**src/rtl/led_pkg.sv**
```systemverilog
// Constants and decoder state encoding shared by the strand driver and decoder.
package led_pkg;

    localparam int unsigned COLOR_W        = 8;
    localparam int unsigned BITS_PER_PIXEL = 24;

    localparam int unsigned GREEN_LSB = 16;
    localparam int unsigned RED_LSB   = 8;
    localparam int unsigned BLUE_LSB  = 0;

    typedef logic [1:0] dec_state_t;

    localparam dec_state_t StSync = 2'd0;
    localparam dec_state_t StIdle = 2'd1;
    localparam dec_state_t StHigh = 2'd2;
    localparam dec_state_t StLow  = 2'd3;

endpackage

```
**src/rtl/led_strand_decoder_if.sv**
```systemverilog
// Decoded pixel/frame bus; the decoder drives it as master, consumers listen as slave.
interface led_strand_decoder_if
    import led_pkg::*;
#(
    parameter int unsigned NUM_LEDS = 2
) ();

    localparam int unsigned IdxW = (NUM_LEDS > 1) ? $clog2(NUM_LEDS) : 1;
    localparam int unsigned CntW = $clog2(NUM_LEDS + 1);

    logic [COLOR_W-1:0] green_out;
    logic [COLOR_W-1:0] red_out;
    logic [COLOR_W-1:0] blue_out;
    logic               pixel_valid;
    logic [IdxW-1:0]    pixel_index;
    logic               frame_done;
    logic [CntW-1:0]    pixel_count;
    logic               error_out;
    logic               overflow_out;

    modport master (
        output green_out, red_out, blue_out, pixel_valid, pixel_index,
               frame_done, pixel_count, error_out, overflow_out
    );

    modport slave (
        input green_out, red_out, blue_out, pixel_valid, pixel_index,
              frame_done, pixel_count, error_out, overflow_out
    );

endinterface

```
**src/rtl/strand_sync_edge.sv**
```systemverilog
// Two-flop synchronizer for the strand pin plus a third register for rise/fall strobes.
module strand_sync_edge (
    input  logic i_clk,
    input  logic i_rst,
    input  logic i_strand,
    output logic o_level,
    output logic o_rise,
    output logic o_fall
);

    logic r_meta;
    logic r_sync;
    logic r_prev;

    always_ff @(posedge i_clk) begin
        if (i_rst) begin
            r_meta <= 1'b0;
            r_sync <= 1'b0;
            r_prev <= 1'b0;
        end else begin
            r_meta <= i_strand;
            r_sync <= r_meta;
            r_prev <= r_sync;
        end
    end

    assign o_level = r_sync;
    assign o_rise  = r_sync & ~r_prev;
    assign o_fall  = ~r_sync & r_prev;

endmodule

```
**src/rtl/led_strand_decoder.sv**
```systemverilog
// Decodes a WS2812-style NRZ strand into GRB pixels, with frame-end, error and overflow strobes.
module led_strand_decoder
    import led_pkg::*;
#(
    parameter int unsigned NUM_LEDS             = 2,
    parameter int unsigned MIN_HIGH_CYCLES      = 20,
    parameter int unsigned BIT_THRESHOLD_CYCLES = 60,
    parameter int unsigned MAX_HIGH_CYCLES      = 110,
    parameter int unsigned RESET_CYCLES         = 5000
) (
    input  logic clk_in,
    input  logic rst_in,
    input  logic strand_in,
    led_strand_decoder_if.master pix
);

    localparam int unsigned IdxW  = (NUM_LEDS > 1) ? $clog2(NUM_LEDS) : 1;
    localparam int unsigned CntW  = $clog2(NUM_LEDS + 1);
    localparam int unsigned HighW = $clog2(MAX_HIGH_CYCLES + 2);
    localparam int unsigned LowW  = $clog2(RESET_CYCLES + 1);
    localparam int unsigned BitW  = $clog2(BITS_PER_PIXEL);

    localparam logic [HighW-1:0] HighMin = HighW'(MIN_HIGH_CYCLES);
    localparam logic [HighW-1:0] HighThr = HighW'(BIT_THRESHOLD_CYCLES);
    localparam logic [HighW-1:0] HighMax = HighW'(MAX_HIGH_CYCLES);
    localparam logic [HighW-1:0] HighSat = HighW'(MAX_HIGH_CYCLES + 1);
    localparam logic [LowW-1:0]  LowEnd  = LowW'(RESET_CYCLES);
    localparam logic [BitW-1:0]  BitLast = BitW'(BITS_PER_PIXEL - 1);
    localparam logic [CntW-1:0]  PixMax  = CntW'(NUM_LEDS);

    logic w_level;
    logic w_rise;
    logic w_fall;

    strand_sync_edge u_sync (
        .i_clk    (clk_in),
        .i_rst    (rst_in),
        .i_strand (strand_in),
        .o_level  (w_level),
        .o_rise   (w_rise),
        .o_fall   (w_fall)
    );

    dec_state_t                r_state;
    logic [HighW-1:0]          r_high_cnt;
    logic [LowW-1:0]           r_low_cnt;
    logic [BITS_PER_PIXEL-1:0] r_shift;
    logic [BitW-1:0]           r_bit_cnt;
    logic [CntW-1:0]           r_pix_cnt;
    logic                      r_ovf_seen;
    logic                      r_pix_pend;

    logic [COLOR_W-1:0] r_green;
    logic [COLOR_W-1:0] r_red;
    logic [COLOR_W-1:0] r_blue;
    logic               r_pixel_valid;
    logic [IdxW-1:0]    r_pixel_index;
    logic               r_frame_done;
    logic [CntW-1:0]    r_pixel_count;
    logic               r_error;
    logic               r_overflow;

    logic [HighW-1:0] w_high_inc;
    logic [LowW-1:0]  w_low_inc;
    logic             w_bit;
    logic             w_pulse_err;

    always_comb begin
        w_high_inc  = (r_high_cnt == HighSat) ? r_high_cnt : r_high_cnt + HighW'(1);
        w_low_inc   = (r_low_cnt == LowEnd) ? r_low_cnt : r_low_cnt + LowW'(1);
        w_bit       = (r_high_cnt >= HighThr);
        w_pulse_err = (r_state == StHigh) &&
                      ((w_fall && (r_high_cnt < HighMin)) ||
                       (w_level && (w_high_inc > HighMax)));
    end

    always_ff @(posedge clk_in) begin
        if (rst_in) begin
            r_state       <= StSync;
            r_high_cnt    <= '0;
            r_low_cnt     <= '0;
            r_shift       <= '0;
            r_bit_cnt     <= '0;
            r_pix_cnt     <= '0;
            r_ovf_seen    <= 1'b0;
            r_pix_pend    <= 1'b0;
            r_green       <= '0;
            r_red         <= '0;
            r_blue        <= '0;
            r_pixel_valid <= 1'b0;
            r_pixel_index <= '0;
            r_frame_done  <= 1'b0;
            r_pixel_count <= '0;
            r_error       <= 1'b0;
            r_overflow    <= 1'b0;
        end else begin
            r_pixel_valid <= 1'b0;
            r_frame_done  <= 1'b0;
            r_error       <= 1'b0;
            r_overflow    <= 1'b0;
            r_pix_pend    <= 1'b0;

            // Emit the pixel one cycle after its 24th bit was shifted in.
            if (r_pix_pend) begin
                if (r_pix_cnt < PixMax) begin
                    r_pixel_valid <= 1'b1;
                    r_green       <= r_shift[GREEN_LSB +: COLOR_W];
                    r_red         <= r_shift[RED_LSB +: COLOR_W];
                    r_blue        <= r_shift[BLUE_LSB +: COLOR_W];
                    r_pixel_index <= r_pix_cnt[IdxW-1:0];
                    r_pix_cnt     <= r_pix_cnt + CntW'(1);
                end else if (!r_ovf_seen) begin
                    r_overflow <= 1'b1;
                    r_ovf_seen <= 1'b1;
                end
            end

            case (r_state)
                StSync: begin
                    if (w_level) begin
                        r_low_cnt <= '0;
                    end else if (w_low_inc == LowEnd) begin
                        r_low_cnt <= '0;
                        r_state   <= StIdle;
                    end else begin
                        r_low_cnt <= w_low_inc;
                    end
                end
                StIdle: begin
                    if (w_rise) begin
                        r_high_cnt <= HighW'(1);
                        r_state    <= StHigh;
                    end
                end
                StHigh: begin
                    if (w_fall) begin
                        r_shift   <= {r_shift[BITS_PER_PIXEL-2:0], w_bit};
                        r_low_cnt <= LowW'(1);
                        r_state   <= StLow;
                        if (r_bit_cnt == BitLast) begin
                            r_bit_cnt  <= '0;
                            r_pix_pend <= 1'b1;
                        end else begin
                            r_bit_cnt <= r_bit_cnt + BitW'(1);
                        end
                    end else if (w_level) begin
                        r_high_cnt <= w_high_inc;
                    end
                end
                default: begin
                    if (w_rise) begin
                        r_high_cnt <= HighW'(1);
                        r_state    <= StHigh;
                    end else if (w_low_inc == LowEnd) begin
                        r_frame_done  <= 1'b1;
                        r_pixel_count <= r_pix_cnt;
                        r_error       <= (r_bit_cnt != '0);
                        r_pix_cnt     <= '0;
                        r_bit_cnt     <= '0;
                        r_shift       <= '0;
                        r_ovf_seen    <= 1'b0;
                        r_low_cnt     <= '0;
                        r_state       <= StIdle;
                    end else begin
                        r_low_cnt <= w_low_inc;
                    end
                end
            endcase

            // A bad pulse abandons the whole frame and resynchronises; it outranks any pixel.
            if (w_pulse_err) begin
                r_error       <= 1'b1;
                r_pixel_valid <= 1'b0;
                r_pix_pend    <= 1'b0;
                r_state       <= StSync;
                r_high_cnt    <= '0;
                r_low_cnt     <= '0;
                r_shift       <= '0;
                r_bit_cnt     <= '0;
                r_pix_cnt     <= '0;
                r_ovf_seen    <= 1'b0;
            end
        end
    end

    assign pix.green_out    = r_green;
    assign pix.red_out      = r_red;
    assign pix.blue_out     = r_blue;
    assign pix.pixel_valid  = r_pixel_valid;
    assign pix.pixel_index  = r_pixel_index;
    assign pix.frame_done   = r_frame_done;
    assign pix.pixel_count  = r_pixel_count;
    assign pix.error_out    = r_error;
    assign pix.overflow_out = r_overflow;

endmodule
```
**src/flat_wrapper.sv**
```systemverilog
// flat-port wrapper written by rule: the top's interface ports become plain ports
module led_strand_decoder_flat import led_pkg::*;
#(
    parameter int unsigned NUM_LEDS             = 2,
    parameter int unsigned MIN_HIGH_CYCLES      = 20,
    parameter int unsigned BIT_THRESHOLD_CYCLES = 60,
    parameter int unsigned MAX_HIGH_CYCLES      = 110,
    parameter int unsigned RESET_CYCLES         = 5000
)
  (clk_in, rst_in, strand_in, pix_green_out, pix_red_out, pix_blue_out, pix_pixel_valid, pix_pixel_index, pix_frame_done, pix_pixel_count, pix_error_out, pix_overflow_out);
  led_strand_decoder_if #(.NUM_LEDS(NUM_LEDS)) pix_i ();
  input  logic clk_in;
  input  logic rst_in;
  input  logic strand_in;
  output wire logic [$bits(pix_i.green_out)-1:0] pix_green_out;
  output wire logic [$bits(pix_i.red_out)-1:0] pix_red_out;
  output wire logic [$bits(pix_i.blue_out)-1:0] pix_blue_out;
  output wire logic [$bits(pix_i.pixel_valid)-1:0] pix_pixel_valid;
  output wire logic [$bits(pix_i.pixel_index)-1:0] pix_pixel_index;
  output wire logic [$bits(pix_i.frame_done)-1:0] pix_frame_done;
  output wire logic [$bits(pix_i.pixel_count)-1:0] pix_pixel_count;
  output wire logic [$bits(pix_i.error_out)-1:0] pix_error_out;
  output wire logic [$bits(pix_i.overflow_out)-1:0] pix_overflow_out;
  assign pix_green_out = pix_i.green_out;
  assign pix_red_out = pix_i.red_out;
  assign pix_blue_out = pix_i.blue_out;
  assign pix_pixel_valid = pix_i.pixel_valid;
  assign pix_pixel_index = pix_i.pixel_index;
  assign pix_frame_done = pix_i.frame_done;
  assign pix_pixel_count = pix_i.pixel_count;
  assign pix_error_out = pix_i.error_out;
  assign pix_overflow_out = pix_i.overflow_out;
  led_strand_decoder #(.NUM_LEDS(NUM_LEDS), .MIN_HIGH_CYCLES(MIN_HIGH_CYCLES), .BIT_THRESHOLD_CYCLES(BIT_THRESHOLD_CYCLES), .MAX_HIGH_CYCLES(MAX_HIGH_CYCLES), .RESET_CYCLES(RESET_CYCLES)) u_core (.clk_in(clk_in), .rst_in(rst_in), .strand_in(strand_in), .pix(pix_i));
endmodule
```
**config.mk**
```make
export PLATFORM = sky130hd
export DESIGN_NAME = led_strand_decoder_flat
export DESIGN_NICKNAME = d
export VERILOG_FILES = /design/src/rtl/led_pkg.sv /design/src/rtl/led_strand_decoder_if.sv /design/src/rtl/strand_sync_edge.sv /design/src/rtl/led_strand_decoder.sv /design/src/flat_wrapper.sv
export SDC_FILE = /design/constraint.sdc
export NUM_CORES = 1
export LEC_CHECK = 0
export BUFFER_PORTS_ARGS = -buffer_cell sky130_fd_sc_hd__clkbuf_2
export CORE_AREA = 2 2 99 77
export CTS_BUF_LIST = sky130_fd_sc_hd__clkbuf_16
export DETAILED_ROUTE_END_ITERATION = 10
export DIE_AREA = 0 0 101 79
export PLACE_DENSITY = 0.9
export SLEW_MARGIN = 5
export SYNTH_ARGS = -nofsm -noshare
export SYNTH_HDL_FRONTEND = slang
export SYNTH_SLANG_ARGS = --single-unit
```
**constraint.sdc**
```tcl
create_clock -name clk_in -period 7.6 [get_ports clk_in]
set_clock_uncertainty 0.05 [all_clocks]
set_input_delay 1.52 -clock clk_in [delete_from_list [all_inputs] [get_ports clk_in]]
set_output_delay 1.52 -clock clk_in [all_outputs]
set_load 0.005 [all_outputs]
```
# [Word level (Yosys, flattened, before mapping)]
# Index checks and enable logic that the tools add are counted.
[op_classes] mux=44 bitwise_logic=12 n_eq_ne=13 reduce_logical=21 add_sub_neg=4 magnitude_cmp=4
[ops] op="$mux 24" count=3
[ops] op="$mux 13" count=5
[ops] op="$pmux 24 s2" count=1
[ops] op="$pmux 13 s3" count=1
[ops] op="$mux 7" count=4
[ops] op="$eq 13x13->1 const B" count=2
[ops] op="$mux 2" count=10
[ops] op="$mux 5" count=4
[ops] op="$pmux 7 s2" count=1
[ops] op="$add 13x1->13 const B" count=1
[ops] op="$mux 1" count=13
[ops] op="$not 1->1" count=10
[ops] op="$pmux 5 s2" count=1
[ops] op="$reduce_and 3->1" count=3
[ops] op="$reduce_or 3->1" count=3
[ops] op="$ne 2x2->1 const B" count=4
[ops] op="$reduce_and 4->1" count=2
[ops] op="$add 7x1->7 const B" count=1
[ops] op="$eq 7x7->1 const B" count=1
[ops] op="$ge 7x6->1 const B" count=1
[ops] op="$gt 7x7->1 const B" count=1
[ops] op="$lt 7x5->1 const B" count=1
[ops] op="$pmux 2 s3" count=1
[ops] op="$add 5x1->5 const B" count=1
[ops] op="17 further kinds" count=23
[totals] regBits=89 out_inout_bits=31

# [Logic depth before layout (Yosys ltp)]
[depth] ltp_word=7 ltp_mapped=11 ltp_nobuf=8

# [By module]
# A second synthesis with hierarchy kept.
[hier_totals] cells_unflattened=540 hier_area_um2=4352.9
[by_module_without_submodules] module="led_strand_decoder" cells_each=532 area_per_inst_um2=4261.6 instances=1
[by_module_without_submodules] module="strand_sync_edge" cells_each=8 area_per_inst_um2=91.3 instances=1

# [Least setup slack after synthesis]
# Ideal clock, no wire load.
[synth_path] kind="input to register" from="in rst_in" to="reg u_core.r_high_cnt[2]" path_buffers=3 t_arrival_ns=2.673 cell_stages=6 setup_time_ns=0.078 path_slack_ns=4.799 cell_sequence="clkbuf_1 or3_1 o22a_1 buf_2 buf_2 nor3_1"
[synth_via] elab_chain_cells=1
[synth_rtl] element="start: declaration" line_no="flat_wrapper.sv:13" source="input logic rst_in;"
[synth_rtl] element="$reduce_or 2->1 (no source line)"
[synth_rtl] element="end signal: assignment" line_no="led_strand_decoder.sv:131" source="r_high_cnt <= HighW'(1);"
[synth_rtl] element="end signal: assignment" line_no="led_strand_decoder.sv:147" source="r_high_cnt <= w_high_inc;"
[synth_rtl] element="end signal: assignment" line_no="led_strand_decoder.sv:152" source="r_high_cnt <= HighW'(1);"
[synth_rtl] element="end: declaration" line_no="led_strand_decoder.sv:45" source="logic [HighW-1:0] r_high_cnt;"
# Every way passes these cells.
# A chain may end at the register's enable or synchronous reset.

# [Worst setup path after layout]
[layout_path] from="in rst_in" to="reg u_core.r_shift[13]"
[layout_via] elab_chain_cells=1
[layout_rtl] element="$reduce_or 2->1 (no source line)"
[layout_rtl] element="end signal: assignment" line_no="led_strand_decoder.sv:137" source="r_shift <= {r_shift[BITS_PER_PIXEL-2:0], w_bit};"
[layout_rtl] element="end: declaration" line_no="led_strand_decoder.sv:47" source="logic [BITS_PER_PIXEL-1:0] r_shift;"
# Every way passes these cells.

==> results.yml <==
cts:
  clkLatencyLatePin_ps: 340
  cts_root_buffer: "clkbuf_16"
  postCtsSetupBuffers: 0
  clk_path_buf_depth: 2
  hold_buffers: 0
  clock_sinks: 89
  h-tree-depth: 3
  ctsResizeCount: 0
  clk_transition_reported_paths_ps: 60
  cts_tree: "done"
  cts_made_buffers: 9
worst_hold_path:
  hold_path_depth: 1
  worstHoldStart: "u_core.r_ovf_seen$_SDFF_PP0_"
  hp-class: "flip-flop to flip-flop"
  worst_hold_path.endpoint: "u_core.pix.overflow_out$_SDFF_PP0_"
placed_design:
  placed_cell_area_sq_um: 4350
  portBuffers: 33
  hpwl_um: 5950
  gp_congestion: 0.836
power_and_ir_drop:
  clockPowerShare_pct: 39.3
  p_leak_uw: 0.00189
  p_comb_share_pct: 18.6
  powerDensity_nw_per_um2: 261
  switching_power_uw: 357
  p_int_uw: 862
  ir_worst_vdd_v: 0.000191
  pwr-share-seq_pct: 42.1
  p_total_uw: 1220
  switching_share_pct: 29.3
floorplan:
  rows: 27
  coreArea_sq_um: 7090
  io_pins: 34
  start_util_pct: 59.4
  fp.dieH_um: 79
  die_w_um: 101
  design.die.area_sq_um: 7980
global_routing:
  grt_pass1_wl_um: 15500
  grt_max_degree: 57
  antenna_found_initial: 0
  overflow: 0
  first_global_vias: 3363
  track_usage_pct: 24.3
drt:
  wl_per_cell_um: 15.6
  wl_um: 9420
  drt_iter0_drc: 272
  drtAntennaViolNets: 0
  drt_pre_antenna_iters: 5
  drc_errors: 0
  detail_route.vias_per_cell: 6.14
  via_count: 3703
synthesis:
  ys.flop_type: "dfxtp_1"
  synth_cell_types: 56
  yosysWarnings: 0
  synthCells: 500
  syn_nets: 514
  synth-edff-count: 0
  ys_seq_area_share_pct: 42.3
  yosysTopAreaCell: "dfxtp_1"
  yosys.area.top_type_share_pct: 42.3
  ys_ff_latch: 89
  synthArstFlopShare_pct: 0
  synth_area_leaders: "dfxtp_1 (42%), nand2_1 (6.9%), mux2i_1 (6.2%), a21oi_1 (5.9%), nor3_1 (3.3%)"
  avgSynthCellArea_sq_um: 8.43
  syn_area_sq_um: 4210
setup_path:
  r2r_end: "u_core.r_shift[13]$_SDFFE_PP0P_"
  crit_fanout: 56
  critPathKind: "input port to flip-flop"
  start_kind: "input port"
  critPathRequiredTime_ps: 7710
  rrSetupSlack_ps: 4350
  end_kind: "flip-flop"
  reg2reg_from: "u_core.r_state[1]$_SDFFE_PP0P_"
  crit_arrival_ps: 3450
  rr_worst_depth: 6
timing:
  period_minus_slack_ps: 3330
  tightest_slew_ps: 1200
  setup_tns_ps: 0
  relSlewSlack_pct: 20.3
  setup_viol: 0
  final_min_period_over_clock_period_pct: 43.8
  hold_viol: 0
  rsz0062_at_grt: "no"
  clock.fmax_ghz: 0.300
  slew_viol_final: 0
run_status:
  outcome: "completed"
finish:
  fillers: 536
  stdcell_area_sq_um: 4670
  num_antenna_cells: 0
  layout-drive-gt1-share_pct: 13.6
  final_nets: 525
  regArea_sq_um: 1780
  multi_input_area_sq_um: 2210
  area_delta_synth_final_pct: 10.9
flow_run:
  cap_violations: 0
[metal layers]
| layer | track usage (%) | vias to the layer above | part of all wire, % |
|---|---|---|---|
| met5 | 0 | - | 0 |
| met4 | 8.65 | 0 | 2.1 |
| met3 | 5.90 | 25 | 6.5 |
| met2 | 38.3 | 149 | 47 |
| met1 | 32.4 | 1742 | 44 |
| li1 | - | 1787 | - |
[cells in the final DEF (no fill, tap or decap), drive strengths merged, types with 3 or more instances in the layout]
| cell type | instances |
|---|---|
| a31oi | 7 |
| xnor2 | 3 |
| o21ai | 12 |
| nor2b | 12 |
| nor2 | 22 |
| a211oi | 4 |
| dfxtp | 89 |
| clkbuf | 42 |
| mux2i | 26 |
| nor3 | 38 |
| and3 | 7 |
| buf | 4 |
| nand4 | 9 |
| nand2b | 5 |
| a41oi | 3 |
| a21oi | 50 |
| or3 | 5 |
| ha | 11 |
| and2 | 5 |
| nand3 | 16 |
| nand2 | 77 |
| inv | 16 |
| o21a | 3 |
| o31ai | 6 |
[cells by family after synthesis]
family / count (synthesis) / synth area share, %
xor+xnor: 5 / 1.04
mux: 26 / 6.18
buf+inv: 51 / 5.34
compound gates: 105 / 15.4
fa+ha+maj: 11 / 3.27
flops: 89 / 42.3
simple gates: 213 / 26.5
[how the worst max path moves through the flow]
stage                                        endpoint  cells after the start                        startpoint
global placement      u_core.r_shift[10]$_SDFFE_PP0P_                      4                            rst_in
floorplan           u_core.r_high_cnt[2]$_SDFFE_PP0P_                      6                            rst_in
finish                u_core.r_shift[13]$_SDFFE_PP0P_                      4                            rst_in
CTS                   u_core.r_shift[15]$_SDFFE_PP0P_                      4                            rst_in
global route          u_core.r_shift[15]$_SDFFE_PP0P_                      8  u_core.r_low_cnt[0]$_SDFFE_PP0P_
detailed placement    u_core.r_shift[10]$_SDFFE_PP0P_                      4                            rst_in
[stage by stage]
| stage | worst slack (ps) | hold WS [ps] | util [%] | std cells |
|---|---|---|---|---|
| 3_3_place_gp | 4090 | 369 | 61.3 | 587 |
| 3_5_place_dp | 3990 | 359 | 61.3 | 587 |
| 5_1_grt | 4130 | 376 | 65.9 | 603 |
| 2_1_floorplan | 4800 | 346 | - | 500 |
| 6_report | 4270 | 371 | 65.9 | 603 |
| 4_1_cts | 4320 | 367 | 65.9 | 603 |
[final cells by class]
type | count | share of cell area (%)
clock inverter | 7 | 2.17
inverter | 14 | 1.12
clock buffer | 9 | 4.82
sequential | 89 | 38.1
timing repair buffer | 37 | 4.18
multi-input combinational | 360 | 47.3
tap | 87 | 2.33
[cells in the mapped netlist, types with 3 or more instances]
master,instances
dfxtp_1,89
nand2_1,77
a21oi_1,50
nor3_1,28
mux2i_1,26
clkbuf_1,22
nor2_1,22
nand3_1,16
inv_1,14
nor2b_1,12
o21ai_0,12
ha_1,11
nor3_2,10
nand4_1,9
a31oi_1,7
and3_1,7
buf_2,6
o31ai_1,6
and2_1,5
buf_1,5
nand2b_1,5
or3_1,5
a211oi_1,4
a41oi_1,3
buf_6,3
o21a_1,3
xnor2_1,3
[critical path, stage by stage]
cell and delay (ps):
clkbuf_2 580, or3_1 210, o22a_2 910, nor3_1 180
[power by group through the flow]
| stage | logic (uW) | clock network, uW | registers [uW] |
|---|---|---|---|
| after floorplan | 179 | 0 | 515 |
| after global placement | 212 | 0 | 521 |
| after detailed placement | 220 | 0 | 523 |
| after CTS | 223 | 484 | 512 |
| after global routing | 254 | 503 | 516 |
| final | 227 | 479 | 513 |
[sequential cells by signal, summed over array words and instances (netlist names), 2 cells and up]
signal and cells:
u_core.pix.blue_out 8, u_core.pix.green_out 8, u_core.pix.pixel_count 2, u_core.pix.red_out 8
u_core.r_bit_cnt 5, u_core.r_high_cnt 7, u_core.r_low_cnt 13, u_core.r_pix_cnt 2
u_core.r_shift 24, u_core.r_state 2
(Power assumes the default switching activity.)
